<file path="config.mk">
export PLATFORM = sky130hd
export DESIGN_NAME = ifetch_packet_fifo_flat
export DESIGN_NICKNAME = d
export VERILOG_FILES = /design/src/rtl/ifetch_packet_fifo_if.sv /design/src/rtl/ifetch_packet_fifo.sv /design/src/flat_wrapper.sv
export SDC_FILE = /design/constraint.sdc
export NUM_CORES = 1
export LEC_CHECK = 0
export CORE_UTILIZATION = 57
export CTS_CLUSTER_DIAMETER = 150
export DETAILED_ROUTE_END_ITERATION = 16
export DONT_BUFFER_PORTS = 1
export PLACE_DENSITY_LB_ADDON = 0.25
export REMOVE_ABC_BUFFERS = 1
export SLEW_MARGIN = 20
export SYNTH_ARGS = -nofsm -noshare
export SYNTH_HDL_FRONTEND = slang
export SYNTH_SLANG_ARGS = --single-unit
</file>
<file path="constraint.sdc">
create_clock -name iClk -period 38.3 [get_ports iClk]
set_input_delay 3.83 -clock iClk [delete_from_list [all_inputs] [get_ports iClk]]
set_output_delay 3.83 -clock iClk [all_outputs]
set_load 0.05 [all_outputs]
</file>
<file path="src/rtl/ifetch_packet_fifo_if.sv">
// Fetch-to-decode packet FIFO bus.
// Optional stall counter port is present only when IFETCH_FIFO_STATS_EN is defined.
//
// Handshake: a packet moves in on a rising edge when iFetchVld=1, oFetchFull=0
// and iFlush=0. The head packet moves out on a rising edge when iReadFifo=1,
// oRcvFifoEmpty=0 and iFlush=0. A rejected write must be held and retried. All
// o* signals come from registered state only.
interface ifetch_packet_fifo_if #(
  parameter int IW    = 32,
  parameter int DEPTH = 8
);
  localparam int AW = $clog2(DEPTH);

  logic            iFlush;
  logic            iFetchVld;
  logic [4*IW-1:0] iFetchInstrs;
  logic            oFetchFull;
  logic            oAlmostFull;
  logic            iReadFifo;
  logic [4*IW-1:0] oRcvInstrs;
  logic            oRcvFifoEmpty;
  logic [AW:0]     oCount;
`ifdef IFETCH_FIFO_STATS_EN
  logic [15:0]     oStallCnt;
`endif

  // Fetch/decode side
  modport master (
    output iFlush, iFetchVld, iFetchInstrs, iReadFifo,
`ifdef IFETCH_FIFO_STATS_EN
    input  oStallCnt,
`endif
    input  oFetchFull, oAlmostFull, oRcvInstrs, oRcvFifoEmpty, oCount
  );

  // FIFO side
  modport slave (
    input  iFlush, iFetchVld, iFetchInstrs, iReadFifo,
`ifdef IFETCH_FIFO_STATS_EN
    output oStallCnt,
`endif
    output oFetchFull, oAlmostFull, oRcvInstrs, oRcvFifoEmpty, oCount
  );
endinterface

</file>
<file path="src/rtl/ifetch_packet_fifo.sv">
// First-word-fall-through FIFO of 4-instruction fetch packets with flush.
// Optional feature macro: IFETCH_FIFO_STATS_EN adds a saturating 16-bit count
// of cycles where fetch presented a packet while the FIFO was full.
module ifetch_packet_fifo #(
  parameter int IW        = 32,
  parameter int DEPTH     = 8,
  parameter int AFULL_THR = DEPTH - 2
) (
  input  logic                 iClk,
  input  logic                 iResetn,
  ifetch_packet_fifo_if.slave  bus
);
  localparam int AW = $clog2(DEPTH);
  localparam logic [AW:0] AFULL_LVL = (AW+1)'(AFULL_THR);
  localparam logic [AW:0] PTR_ONE   = (AW+1)'(1);

  // Pointers carry one extra wrap bit so full and empty are distinguishable
  logic [AW:0]     wr_ptr_q, wr_ptr_d;
  logic [AW:0]     rd_ptr_q, rd_ptr_d;
  logic [4*IW-1:0] mem_q [DEPTH];

  logic        empty;
  logic        full;
  logic        wr_en;
  logic        rd_en;
  logic [AW:0] count;

  assign empty = (wr_ptr_q == rd_ptr_q);
  assign full  = (wr_ptr_q[AW-1:0] == rd_ptr_q[AW-1:0]) && (wr_ptr_q[AW] != rd_ptr_q[AW]);
  assign count = wr_ptr_q - rd_ptr_q;

  // Full is judged on the registered state, so a same-cycle pop never frees a slot
  assign wr_en = bus.iFetchVld & ~full  & ~bus.iFlush;
  assign rd_en = bus.iReadFifo & ~empty & ~bus.iFlush;

  // Next pointers: flush collapses the read pointer onto the write pointer
  always_comb begin
    wr_ptr_d = wr_ptr_q;
    rd_ptr_d = rd_ptr_q;
    if (bus.iFlush) begin
      rd_ptr_d = wr_ptr_q;
    end else begin
      if (wr_en) wr_ptr_d = wr_ptr_q + PTR_ONE;
      if (rd_en) rd_ptr_d = rd_ptr_q + PTR_ONE;
    end
  end

  // Pointer registers, cleared asynchronously
  always_ff @(posedge iClk or negedge iResetn) begin
    if (!iResetn) begin
      wr_ptr_q <= '0;
      rd_ptr_q <= '0;
    end else begin
      wr_ptr_q <= wr_ptr_d;
      rd_ptr_q <= rd_ptr_d;
    end
  end

  // Packet storage; contents are meaningless until written, so no reset
  always_ff @(posedge iClk) begin
    if (wr_en) mem_q[wr_ptr_q[AW-1:0]] <= bus.iFetchInstrs;
  end

  assign bus.oRcvFifoEmpty = empty;
  assign bus.oFetchFull    = full;
  assign bus.oAlmostFull   = (count >= AFULL_LVL);
  assign bus.oCount        = count;
  assign bus.oRcvInstrs    = empty ? '0 : mem_q[rd_ptr_q[AW-1:0]];

`ifdef IFETCH_FIFO_STATS_EN
  logic [15:0] stall_cnt_q;

  // Saturating count of back-pressured fetch cycles; only reset clears it
  always_ff @(posedge iClk or negedge iResetn) begin
    if (!iResetn) begin
      stall_cnt_q <= '0;
    end else if (bus.iFetchVld && full && (stall_cnt_q != 16'hFFFF)) begin
      stall_cnt_q <= stall_cnt_q + 16'd1;
    end
  end

  assign bus.oStallCnt = stall_cnt_q;
`endif
endmodule

</file>
<file path="src/flat_wrapper.sv">
// flat-port wrapper written by rule: the top's interface ports become plain ports
module ifetch_packet_fifo_flat 
#(
  parameter int IW        = 32,
  parameter int DEPTH     = 8,
  parameter int AFULL_THR = DEPTH - 2
)
  (iClk, iResetn, bus_iFlush, bus_iFetchVld, bus_iFetchInstrs, bus_iReadFifo, bus_oFetchFull, bus_oAlmostFull, bus_oRcvInstrs, bus_oRcvFifoEmpty, bus_oCount);
  ifetch_packet_fifo_if #(.IW(IW), .DEPTH(DEPTH)) bus_i ();
  input  logic iClk;
  input  logic iResetn;
  input wire logic [$bits(bus_i.iFlush)-1:0] bus_iFlush;
  input wire logic [$bits(bus_i.iFetchVld)-1:0] bus_iFetchVld;
  input wire logic [$bits(bus_i.iFetchInstrs)-1:0] bus_iFetchInstrs;
  input wire logic [$bits(bus_i.iReadFifo)-1:0] bus_iReadFifo;
  output wire logic [$bits(bus_i.oFetchFull)-1:0] bus_oFetchFull;
  output wire logic [$bits(bus_i.oAlmostFull)-1:0] bus_oAlmostFull;
  output wire logic [$bits(bus_i.oRcvInstrs)-1:0] bus_oRcvInstrs;
  output wire logic [$bits(bus_i.oRcvFifoEmpty)-1:0] bus_oRcvFifoEmpty;
  output wire logic [$bits(bus_i.oCount)-1:0] bus_oCount;
  assign bus_i.iFlush = bus_iFlush;
  assign bus_i.iFetchVld = bus_iFetchVld;
  assign bus_i.iFetchInstrs = bus_iFetchInstrs;
  assign bus_i.iReadFifo = bus_iReadFifo;
  assign bus_oFetchFull = bus_i.oFetchFull;
  assign bus_oAlmostFull = bus_i.oAlmostFull;
  assign bus_oRcvInstrs = bus_i.oRcvInstrs;
  assign bus_oRcvFifoEmpty = bus_i.oRcvFifoEmpty;
  assign bus_oCount = bus_i.oCount;
  ifetch_packet_fifo #(.IW(IW), .DEPTH(DEPTH), .AFULL_THR(AFULL_THR)) u_core (.iClk(iClk), .iResetn(iResetn), .bus(bus_i));
endmodule
</file>
[After elaboration in Yosys (flattened, before gate mapping)]
Memory sizes are Yosys's and may differ from the RTL's.
Cells that the tools add are included.
W data, S select, Z words.
Storage, ports and cells
  bits in registers: 8
  RAM bits: 1024
  input port bits: 133
  output and inout bits: 135
  logic and storage cells: 25
  memories kept: 1
Operators by class
  $add $sub $neg: 3
  magnitude comparators: 1
  equal/unequal tests: 3
  multiplexer cells: 5
  bitwise gates (word level): 7
  reduce and logical (&&, ||, !) cells: 3
Memories
  u_core.mem_q: words 8, bits a word 128, rd ports 1, clocked after memory_dff 0, write ports 1, RTL line ifetch_packet_fifo.sv:20  | logic [4*IW-1:0] mem_q [DEPTH];
Operator list (number)
  $mux W128: 1
  $add A4 B1 Y4 const B: 2
  $mux W4: 2
  $and A1 B1 Y1: 4
  $eq A4 B4 Y1: 1
  $ge A4 B3 Y1 const B: 1
  $sub A4 B4 Y4: 1
  $eq A3 B3 Y1: 1
  $not A1 Y1: 3
  $mux W1: 2
  $reduce_and A2 Y1: 1
  $reduce_bool A2 Y1: 1
  $logic_and A1 B1 Y1: 1
  $ne A1 B1 Y1: 1

[Longest topological paths before layout]
Gate-level depths: netlist (run 1).
  word-level depth: 7
  gate-level depth with buffers: 10
  depth with buffers taken out: 6

[Worst setup path after synthesis (run 1)]
OpenSTA, ideal clock, no wires.
  path type: in2reg
  start: in bus_iFetchVld
  end: mem u_core.mem_q[0][0] (netlist bit) (enable)
  library setup time: 0.929 ns
  arrival time: 16.327 ns
  path slack: 21.044 ns
  stages: 3
  buffers on the path: 0
  path through: nor2b_1 -> o21ai_1 -> nor4_1
Between the ends
  longest elaborated chain between the ends: 4
Ends and longest elaborated chain
  start: declaration: RTL line flat_wrapper.sv:13  | input wire logic [$bits(bus_i.iFetchVld)-1:0] bus_iFetchVld;
  $and A1 B1 Y1 (2 in a row): RTL line ifetch_packet_fifo.sv:33  | assign wr_en = bus.iFetchVld & ~full & ~bus.iFlush;
  $mux W1: RTL line ifetch_packet_fifo.sv:61  | if (wr_en) mem_q[wr_ptr_q[AW-1:0]] <= bus.iFetchInstrs;
  $mux W1 (not written as such): RTL line ifetch_packet_fifo.sv:61
  end: declaration: RTL line ifetch_packet_fifo.sv:20
Every way passes these cells.

[Worst setup path in the final report (run 1)]
  start: reg u_core.rd_ptr_q[1]
  end: out bus_oRcvInstrs[87]
Between the ends
  longest elaborated chain between the ends: 2
  elaborated cells on any way between the ends: 3
  classes of those cells: 1 x eq/ne; 1 x mux; 1 x memory
Ends and longest elaborated chain
  start: declaration: RTL line ifetch_packet_fifo.sv:19  | logic [AW:0] rd_ptr_q, rd_ptr_d;
  start signal: assignment: RTL line ifetch_packet_fifo.sv:55  | rd_ptr_q <= rd_ptr_d;
  $mem_v2 Z8 W128 or $eq A4 B4 Y1 (tied branches)
  $mux W128 (*): RTL line ifetch_packet_fifo.sv:68  | assign bus.oRcvInstrs = empty ? '0 : mem_q[rd_ptr_q[AW-1:0]];
  end: declaration: RTL line flat_wrapper.sv:18  | output wire logic [$bits(bus_i.oRcvInstrs)-1:0] bus_oRcvInstrs;
Mark *: on every way between the ends. The rest lies on a longest branch, timed or not.

==> flow_summary_export.csv, run 1 <==
group,metric,value,unit
status,outcome,"finished clean",
critical_path,r2r-start,"u_core.rd_ptr_q[0]$_DFFE_PN0P_",
clock_tree,ctsResizeCount,0,
logic_synthesis,syn-cell-area,38890,µm²
clock_tree,clock-sinks,1032,
route,drt-wirelength-per-cell,29.01,µm
route,vias,16560,
route,remaining_drc_errors,0,
critical_path,r2r_slack,34.09,ns
sta,fmax,117.5,MHz
clock_tree,insertion_delay,0.65,ns
logic_synthesis,avgSynthCellArea,24.55,µm²
power_and_ir_drop,irDropWorstVdd,53.97,µV
route,totalWireLength,74.90,mm
floorplanning,fp.coreArea,67400,µm²
logic_synthesis,async_flop_share,0.7752,%
final_layout,fin_nets,1763,
clock_tree,htreeDepth,3,
critical_path,required,34.47,ns
logic_synthesis,synth_edf_count,1024,
final_layout,areaGrowthSynthToFinish,10.48,%
sta,finalCritPeriodShare,22.21,%
sta,slew_headroom,28.29,%
logic_synthesis,synth_area_leaders,"edfxtp_1, mux4_2, a22o_1, dfrtp_1, buf_4",
power_and_ir_drop,leakage,13.41,nW
clock_tree,clkSlewWorstSetupHoldPaths,0.06,ns
sta,setup_violations,0,
floorplanning,start_util,57.70,%
sta,maxSlewViolCount,0,
critical_path,cp-endpoint,"bus_oRcvInstrs[87]",
logic_synthesis,synth_top_area_share,79.07,%
floorplanning,die_y,263.2,µm
critical_path,end_kind,"output pin",
floorplanning,die_area,69280,µm²
worst_hold_path,hp-class,"reg2reg",
sta,hold_viol_final,0,
critical_path,worstPathMaxFanout,71,
job,cap_violations,0,
grt,grt_pass1_vias,17640,
logic_synthesis,synthFlopType,"edfxtp_1",
clock_tree,cts_buffers,102,
placed_design,placed_cells,2393,
critical_path,critPathLaunchType,"register",
clock_tree,cts_buffer_depth,3,
clock_tree,cts_tree,"yes",
placed_design,place.gp.congestion,0.7174,
route,drt_iter0_markers,1398,
final_layout,layout_common_cells,"edfxtp_1, mux4_2, a22o_1",
grt,grtUsageTotal,22.08,%
power_and_ir_drop,total_power,3.692,mW
critical_path,r2r_cells,6,
clock_tree,cts_setup_buffers,0,
sta,timing.final.crit_period,8.507,ns
logic_synthesis,yosys_warnings,0,
clock_tree,cts_root_buf,"clkbuf_16",
placed_design,io_buffer_count,0,
floorplanning,ios,268,
sta,fin_skew,0.01909,ns
route,drtPass1Iterations,5,
final_layout,drive_gt1_share,26.04,%
final_layout,layout_commonest_cell,"edfxtp_1",
grt,grt_max_degree,129,
placed_design,place_hpwl,37.69,mm
logic_synthesis,ys_types,42,
sta,rsz0062_at_grt,"false",
logic_synthesis,ys_seq_area_share,79.58,%
critical_path,worst-setup-path-type,"reg2out",
final_layout,final_cells,2582,
logic_synthesis,yosys.area.top_type,"edfxtp_1",
floorplanning,num_rows,95,
route,ant_nets,0,
power_and_ir_drop,cellPowerDensity,85.92,nW/µm²
critical_path,cp.arrival,4.68,ns
logic_synthesis,ys_seq_elements,1032,
floorplanning,die_x,263.2,µm
sta,tightestPinTransition,1.076,ns
critical_path,crit_start,"u_core.rd_ptr_q[1]$_DFFE_PN0P_",
clock_tree,cts_hold_buf,0,
grt,grt_pass1_wl,112.1,mm
grt,antenna_found_initial,0,
route,viasPerCell,6.415,
sta,fin_tns_setup,0,ns
grt,grt_overflow,0,
critical_path,r2r_end,"u_core.mem_q[0][104]$_DFFE_PP_",
final_layout,postLayoutCoreUtil,63.75,%
final_layout,diodes,0,
logic_synthesis,synth_cells,1584,
[worst min path at each step]
stage / startpoint / to / slack, ns / depth (start not counted)
finish: u_core.wr_ptr_q[3]$_DFFE_PN0P_ / u_core.wr_ptr_q[3]$_DFFE_PN0P_ / 0.63 / 1
global route: u_core.wr_ptr_q[3]$_DFFE_PN0P_ / u_core.wr_ptr_q[3]$_DFFE_PN0P_ / 0.63 / 1
CTS: u_core.wr_ptr_q[3]$_DFFE_PN0P_ / u_core.wr_ptr_q[3]$_DFFE_PN0P_ / 0.61 / 1
detailed placement: u_core.wr_ptr_q[3]$_DFFE_PN0P_ / u_core.wr_ptr_q[3]$_DFFE_PN0P_ / 0.60 / 1
global placement: u_core.wr_ptr_q[3]$_DFFE_PN0P_ / u_core.wr_ptr_q[3]$_DFFE_PN0P_ / 0.59 / 1
floorplan: u_core.wr_ptr_q[3]$_DFFE_PN0P_ / u_core.wr_ptr_q[3]$_DFFE_PN0P_ / 0.55 / 1
[routing by layer]
metal  track usage (%)  vias up  part of all wire (%)
li1                  -     6981                     -
met3             6.061      109                   8.1
met1             29.10     8873                    39
met4             5.959        2                   2.1
met2             36.55      598                    51
met5            0.8316        -                  0.11
[final cells by class]
class,instances,area (µm²)
clock buffers,122,2628
clock inverters,67,549.3
fillers,4329,24430
inverters,8,35.03
multi-input cells,453,7440
flip-flops and latches,1032,30960
well taps,873,1092
repair buffers,27,265.3
[sequential cells by signal, indices dropped and copies added, names as in the netlist]
name / cells
u_core.rd_ptr_q: 4
u_core.mem_q: 1024
u_core.wr_ptr_q: 4
[where the power goes]
| group | internal, mW | switching, mW |
|---|---|---|
| clock | 0.532 | 0.413 |
| sequential | 1.34 | 0.0362 |
| combinational | 0.382 | 0.986 |
[Yosys cell counts (all sizes together), types with 2 or more instances]
cell type	number
edfxtp	1024
mux4	256
a22o	128
buf	66
clkbuf	25
dfrtp	8
inv	8
nand2	8
nor2	7
a21oi	6
ha	5
nor3	5
xnor2	5
o211ai	4
and3	3
nand2b	2
nand3	2
o2111ai	2
o21ai	2
or3b	2
[worst max-delay path, cell delays in order, from the launching register on]
cell	delay, ns
dfrtp_4	0.42
buf_4	0.69
buf_4	0.95
buf_4	0.88
mux4_2	0.37
a22o_1	0.53
[stage by stage]
stage | hold WS [ns] | instance area (µm²) | setup WS, ns
2_1_floorplan | 0.5528 | 38350 | 14.31
3_3_place_gp | 0.5900 | 39780 | 30.40
3_5_place_dp | 0.5985 | 39780 | 30.46
4_1_cts | 0.6102 | 42960 | 29.71
5_1_grt | 0.6310 | 42970 | 29.57
6_report | 0.6262 | 42970 | 29.79
[kinds of logic after synthesis]
group,after synthesis,synth area share [%]
mux,257,14.85
xor+xnor,6,0.1544
simple gates,37,0.5020
buf+inv,99,1.470
flops,1032,79.58
fa+ha+maj,6,0.2123
compound gates,147,3.224
Note: power is estimated with default switching activity, not from simulation.
==> run 2: changes to the inputs <==
Settings changed: ABC_AREA set to 1.
Clock period 38.3 ns to 7.9 ns, I/O delays scaled along.
==> flow_summary_export.csv, run 2 <==
group,metric,value,unit
critical_path,worst-setup-path-type,"reg2out",
clock_tree,cts_tree,"yes",
power_and_ir_drop,cellPowerDensity,406.6,nW/µm²
floorplanning,start_util,57.59,%
critical_path,r2r_end,"u_core.mem_q[0][78]$_DFFE_PP_",
route,ant_nets,0,
logic_synthesis,synth_cells,4158,
final_layout,areaGrowthSynthToFinish,9.103,%
placed_design,placed_cells,4960,
logic_synthesis,yosys.area.top_type,"edfxtp_1",
clock_tree,cts_setup_buffers,0,
logic_synthesis,synth-compound-area-share,1.519,%
critical_path,path_common_cell,"nand2_1",
logic_synthesis,synth_area_leaders,"edfxtp_1, nand2_1, nand3_1, inv_1, nor2_1",
final_layout,diodes,0,
sta,finalCritPeriodShare,76.28,%
clock_tree,cts_buffers,103,
logic_synthesis,syn-cell-area,43670,µm²
route,drt-wirelength-per-cell,18.69,µm
logic_synthesis,muxShareOfSynthArea,0,%
critical_path,path_cells,"buf_4 > buf_4 > buf_4 > nand2_1 > nand2_1 > nand2_1 > nand2_1 > nor2_1 > nor2_1",
sta,slew_headroom,23.20,%
route,totalWireLength,96.27,mm
route,drt_iter0_markers,2464,
critical_path,cp-endpoint,"bus_oRcvInstrs[0]",
logic_synthesis,avgSynthCellArea,10.50,µm²
logic_synthesis,async_flop_share,0.7752,%
clock_tree,clkSlewWorstSetupHoldPaths,0.06,ns
floorplanning,fp.coreArea,75820,µm²
final_layout,n_fill_cell,5742,
final_layout,layout_commonest_cell,"nand2_1",
logic_synthesis,synth_top_area_share,70.42,%
placed_design,place_ws,2.528,ns
clock_tree,cts_root_buf,"clkbuf_16",
logic_synthesis,ys_seq_area_share,70.87,%
critical_path,required,7.11,ns
critical_path,cp.arrival,5.24,ns
route,vias,27660,
power_and_ir_drop,total_power,19.37,mW
critical_path,worst-path-buf-inv,3,
critical_path,worstPathMaxFanout,91,
floorplanning,die_x,278.8,µm
power_and_ir_drop,irDropWorstVdd,376.2,µV
sta,fin_tns_setup,0,ns
placed_design,place.gp.congestion,0.7467,
critical_path,crit_start,"u_core.rd_ptr_q[0]$_DFFE_PN0P_",
grt,grt_pass1_wl,148.0,mm
power_and_ir_drop,leakage,19.96,nW
logic_synthesis,ys_seq_elements,1032,
logic_synthesis,synth_most_common_cell,"nand2_1",
job,cap_violations,0,
route,viasPerCell,5.368,
status,outcome,"finished clean",
sta,maxSlewViolCount,0,
placed_design,place_hpwl,49.25,mm
logic_synthesis,synth_xor_area_share,0.06017,%
logic_synthesis,synthTopCellsByCount,"nand2_1, edfxtp_1, inv_1, nand3_1, nor2_1",
final_layout,drive_gt1_share,4.959,%
sta,tightestPinTransition,1.148,ns
critical_path,cpLargestDelayFamily,"buffers and inverters",
grt,grtUsageTotal,24.74,%
logic_synthesis,synth_top_family_by_area,"simple AND/OR/NAND/NOR gates",
grt,antenna_found_initial,1,
route,remaining_drc_errors,0,
sta,postLayoutSetupSlackWorst,1.874,ns
floorplanning,ios,268,
clock_tree,clock-sinks,1032,
final_layout,fin_nets,4227,
route,drtPass1Iterations,6,
final_layout,largest_register_ffs,1024,
logic_synthesis,synth-adder-area-share,0.1891,%
floorplanning,die_y,278.8,µm
critical_path,slowest_stage,"buf_4",
critical_path,r2r_slack,3.07,ns
logic_synthesis,yosys_warnings,0,
final_layout,final_cells,5152,
sta,setup_violations,0,
critical_path,r2r-start,"u_core.rd_ptr_q[1]$_DFFE_PN0P_",
grt,grt_max_degree,204,
sta,fin_skew,0.01695,ns
logic_synthesis,synthFlopType,"edfxtp_1",
critical_path,cp_num_cells,9,
critical_path,cp_slowest_stage_delay,0.88,ns
sta,holdWs,0.2203,ns
worst_hold_path,hp-class,"in2reg",
floorplanning,num_rows,101,
critical_path,r2r_cells,8,
sta,hold_viol_final,0,
clock_tree,cts_buffer_depth,3,
placed_design,io_buffer_count,0,
sta,fmax,165.9,MHz
critical_path,critPathLaunchType,"register",
logic_synthesis,synth_simple_gate_area_share,20.43,%
final_layout,layout_common_cells,"nand2_1, edfxtp_1, inv_1",
sta,rsz0062_at_grt,"false",
grt,grt_pass1_vias,26690,
grt,grt_overflow,0,
clock_tree,insertion_delay,0.66,ns
logic_synthesis,ys_types,22,
floorplanning,die_area,77720,µm²
sta,timing.final.crit_period,6.026,ns
logic_synthesis,synth_edf_count,1024,
critical_path,end_kind,"output pin",
clock_tree,htreeDepth,3,
-- run 2: cell types whose count changed after synthesis, sizes merged, moves of 122 or more --
cell   before   now
nand3       2   398
mux4      256     0
nand2       8  1574
a21oi       6   128
nor2        7   263
a22o      128     0
inv         8   529
-- run 2: how the worst min path moves through the flow --
| stage | slack [ns] | to | from | depth (start not counted) |
|---|---|---|---|---|
| floorplan | 0.49 | u_core.rd_ptr_q[0]$_DFFE_PN0P_ | iResetn | 0 |
| global placement | 0.50 | u_core.rd_ptr_q[1]$_DFFE_PN0P_ | iResetn | 0 |
| detailed placement | 0.50 | u_core.rd_ptr_q[3]$_DFFE_PN0P_ | iResetn | 0 |
| CTS | 0.19 | u_core.mem_q[7][33]$_DFFE_PP_ | bus_iFetchInstrs[33] | 0 |
| global route | 0.19 | u_core.mem_q[5][97]$_DFFE_PP_ | bus_iFetchInstrs[97] | 0 |
| finish | 0.22 | u_core.mem_q[4][33]$_DFFE_PP_ | bus_iFetchInstrs[33] | 0 |
-- run 2: power by group --
part	total, mW	switching, mW	internal [mW]	leakage, nW
Clock	4.79	2.02	2.77	1.64
Combinational	7.90	6.52	1.38	8.97
Sequential	6.68	0.211	6.47	9.35
-- run 2: cell families (layout without fill, tap and decap cells) --
group | after synthesis | after routing
AOI/OAI and AO/OA | 132 | 132
xor gates and xnor gates | 3 | 3
adders and majority gates | 6 | 6
buffers and inverters | 744 | 760
DFF | 1032 | 1032
and+or+nand+nor | 2241 | 2241
-- run 2: final cells by class --
type | instances | area, µm² | share of cell area, %
inverters | 530 | 2007 | 4.212
multi-input cells | 2382 | 9772 | 20.51
clock buffers | 118 | 2655 | 5.573
clock inverters | 73 | 666.9 | 1.400
flip-flops and latches | 1032 | 30960 | 64.98
repair buffers | 39 | 357.8 | 0.7511
well taps | 978 | 1224 | 2.568
-- run 2: per-stage QoR --
stage	utilization, %	area (µm²)
6_report	62.83	47640
5_1_grt	62.83	47640
4_1_cts	62.83	47640
3_5_place_dp	58.43	44310
3_3_place_gp	58.42	44290
2_1_floorplan	-	42630
-- run 2: what timing repair did --
item	in CTS	in global routing
hold buffers	1	0
gates resized for setup	0	0
endpoints found under the hold margin	8	0
-- run 2: layer usage --
layer	routed length [µm]	part of all wire (%)	GRT usage [%]	up-vias
li1	-	-	-	13320
met1	39140	41	31.72	13290
met2	47440	49	42.24	901
met3	7623	7.9	5.431	154
met4	2056	2.1	7.481	2
met5	13	0.014	0	-
==> run 3: changes to the inputs <==
Clock period 7.9 ns to 4.9 ns, I/O delays scaled along.
==> flow_summary_export.csv, run 3 (synthesis results as in run 2) <==
group,metric,value,unit
placed_design,place_hpwl,50.73,mm
route,viasPerCell,5.332,
sta,maxSlewViolCount,0,
route,vias,28900,
sta,rsz0062_at_grt,"false",
critical_path,r2r_end,"u_core.mem_q[4][37]$_DFFE_PP_",
critical_path,required,4.41,ns
final_layout,drive_gt1_share,7.802,%
floorplanning,ios,268,
critical_path,worst-setup-path-type,"reg2out",
floorplanning,fp.coreArea,75820,µm²
final_layout,multiInputGateArea,9753,µm²
route,drtPass1Iterations,8,
power_and_ir_drop,cellPowerDensity,666.4,nW/µm²
grt,grt_max_degree,208,
critical_path,end_kind,"output pin",
grt,grtUsageTotal,25.31,%
final_layout,n_fill_cell,5479,
clock_tree,cts_buffers,103,
final_layout,fin_nets,4489,
critical_path,r2r-start,"u_core.rd_ptr_q[0]$_DFFE_PN0P_",
clock_tree,cts_tree,"yes",
final_layout,layout_common_cells,"nand2_1, edfxtp_1, inv_1",
grt,grt_pass1_vias,27880,
critical_path,r2r_cells,7,
critical_path,worstPathMaxFanout,192,
power_and_ir_drop,leakage,21.24,nW
status,outcome,"finished clean",
route,remaining_drc_errors,0,
final_layout,areaGrowthSynthToFinish,15.13,%
floorplanning,num_rows,101,
grt,antenna_found_initial,12,
clock_tree,clock-sinks,1032,
clock_tree,ctsResizeCount,0,
placed_design,io_buffer_count,0,
clock_tree,cts_buffer_depth,3,
power_and_ir_drop,irDropWorstVdd,872.7,µV
worst_hold_path,holdCritStartpoint,"bus_iFlush",
grt,grt_pass1_wl,152.8,mm
clock_tree,htreeDepth,3,
clock_tree,cts_root_buf,"clkbuf_16",
placed_design,place.gp.congestion,0.7709,
critical_path,r2r_slack,1.53,ns
sta,tightestPinTransition,1.144,ns
sta,slew_headroom,23.43,%
sta,fin_skew,0.02238,ns
grt,grt_overflow,0,
worst_hold_path,min_to,"u_core.rd_ptr_q[0]$_DFFE_PN0P_",
route,ant_nets,0,
final_layout,register_area,30960,µm²
route,drt-wirelength-per-cell,18.26,µm
floorplanning,start_util,57.59,%
clock_tree,insertion_delay,0.67,ns
sta,hold_viol_final,0,
floorplanning,die_x,278.8,µm
final_layout,layout_commonest_cell,"nand2_1",
worst_hold_path,hp-class,"in2reg",
floorplanning,die_area,77720,µm²
route,totalWireLength,98.96,mm
floorplanning,die_y,278.8,µm
final_layout,final_cells,5419,
critical_path,critPathLaunchType,"register",
placed_design,placed_cells,5093,
job,cap_violations,0,
worst_hold_path,hold_depth,3,
power_and_ir_drop,total_power,33.50,mW
sta,setup_violations,0,
clock_tree,clkSlewWorstSetupHoldPaths,0.06,ns
route,drt_iter0_markers,2585,
critical_path,cp.arrival,3.82,ns
sta,finalCritPeriodShare,87.92,%
sta,fmax,232.1,MHz
sta,fin_tns_setup,0,ns
final_layout,largest_register_ffs,1024,
sta,timing.final.crit_period,4.308,ns
-- run 3: worst max path at each step --
stage | from | to | cells after the start
after floorplan | u_core.rd_ptr_q[1]$_DFFE_PN0P_ | u_core.mem_q[1][0]$_DFFE_PP_ | 7
after global placement | u_core.rd_ptr_q[0]$_DFFE_PN0P_ | bus_oRcvInstrs[54] | 8
after detailed placement | u_core.rd_ptr_q[0]$_DFFE_PN0P_ | bus_oRcvInstrs[54] | 8
after CTS | u_core.rd_ptr_q[0]$_DFFE_PN0P_ | bus_oRcvInstrs[54] | 8
after global routing | u_core.wr_ptr_q[0]$_DFFE_PN0P_ | bus_oRcvInstrs[54] | 9
final | u_core.rd_ptr_q[0]$_DFFE_PN0P_ | bus_oRcvInstrs[69] | 9
-- run 3: what timing repair did --
item | CTS | global route
endpoints found under the hold margin | 1033 | 0
setup buffers | 0 | 0
hold buffers | 130 | 0
-- run 3: worst max-delay path: stages, from the launching register on --
cell and delay (ns):
dfrtp_4 0.62, buf_12 0.63, buf_4 0.64, nand2_1 0.10, nand2_1 0.09, nand2_1 0.04
nand2_1 0.09, nor2_1 0.06, nor2_1 0.32, buf_4 0.27
-- run 3: metal layers --
layer  share of wire (%)  global-route usage, %
met1                  41                  34.07
met2                  50                  42.39
met3                 6.8                  3.899
met4                 2.4                  8.340
met5               0.082                      0
-- run 3: final cells by class --
| type | instances | share of cell area [%] |
|---|---|---|
| Tap cell | 978 | 2.434 |
| Inverter | 530 | 3.992 |
| Sequential cell | 1032 | 61.58 |
| Timing Repair Buffer | 301 | 5.714 |
| Clock inverter | 64 | 1.511 |
| Clock buffer | 126 | 5.338 |
| Antenna cell | 6 | 0.02986 |
| Multi-Input combinational cell | 2382 | 19.40 |
-- run 3: power breakdown --
part,internal [mW],total (mW),switching (mW)
clock,4.70,7.99,3.29
sequential,10.4,10.6,0.217
combinational,3.82,14.9,11.1
total,18.9,33.5,14.6
-- run 3: through the flow --
step | hold WS, ns | utilization, % | setup WS, ns | cell area, µm²
3_5_place_dp | 0.1953 | 60.03 | 1.319 | 45520
5_1_grt | 0.06672 | 66.30 | 0.5159 | 50270
2_1_floorplan | 0.1944 | - | -16.89 | 42630
6_report | 0.04475 | 66.31 | 0.5919 | 50280
4_1_cts | 0.01233 | 66.29 | 0.6173 | 50260
3_3_place_gp | 0.1953 | 60.03 | 1.298 | 45520
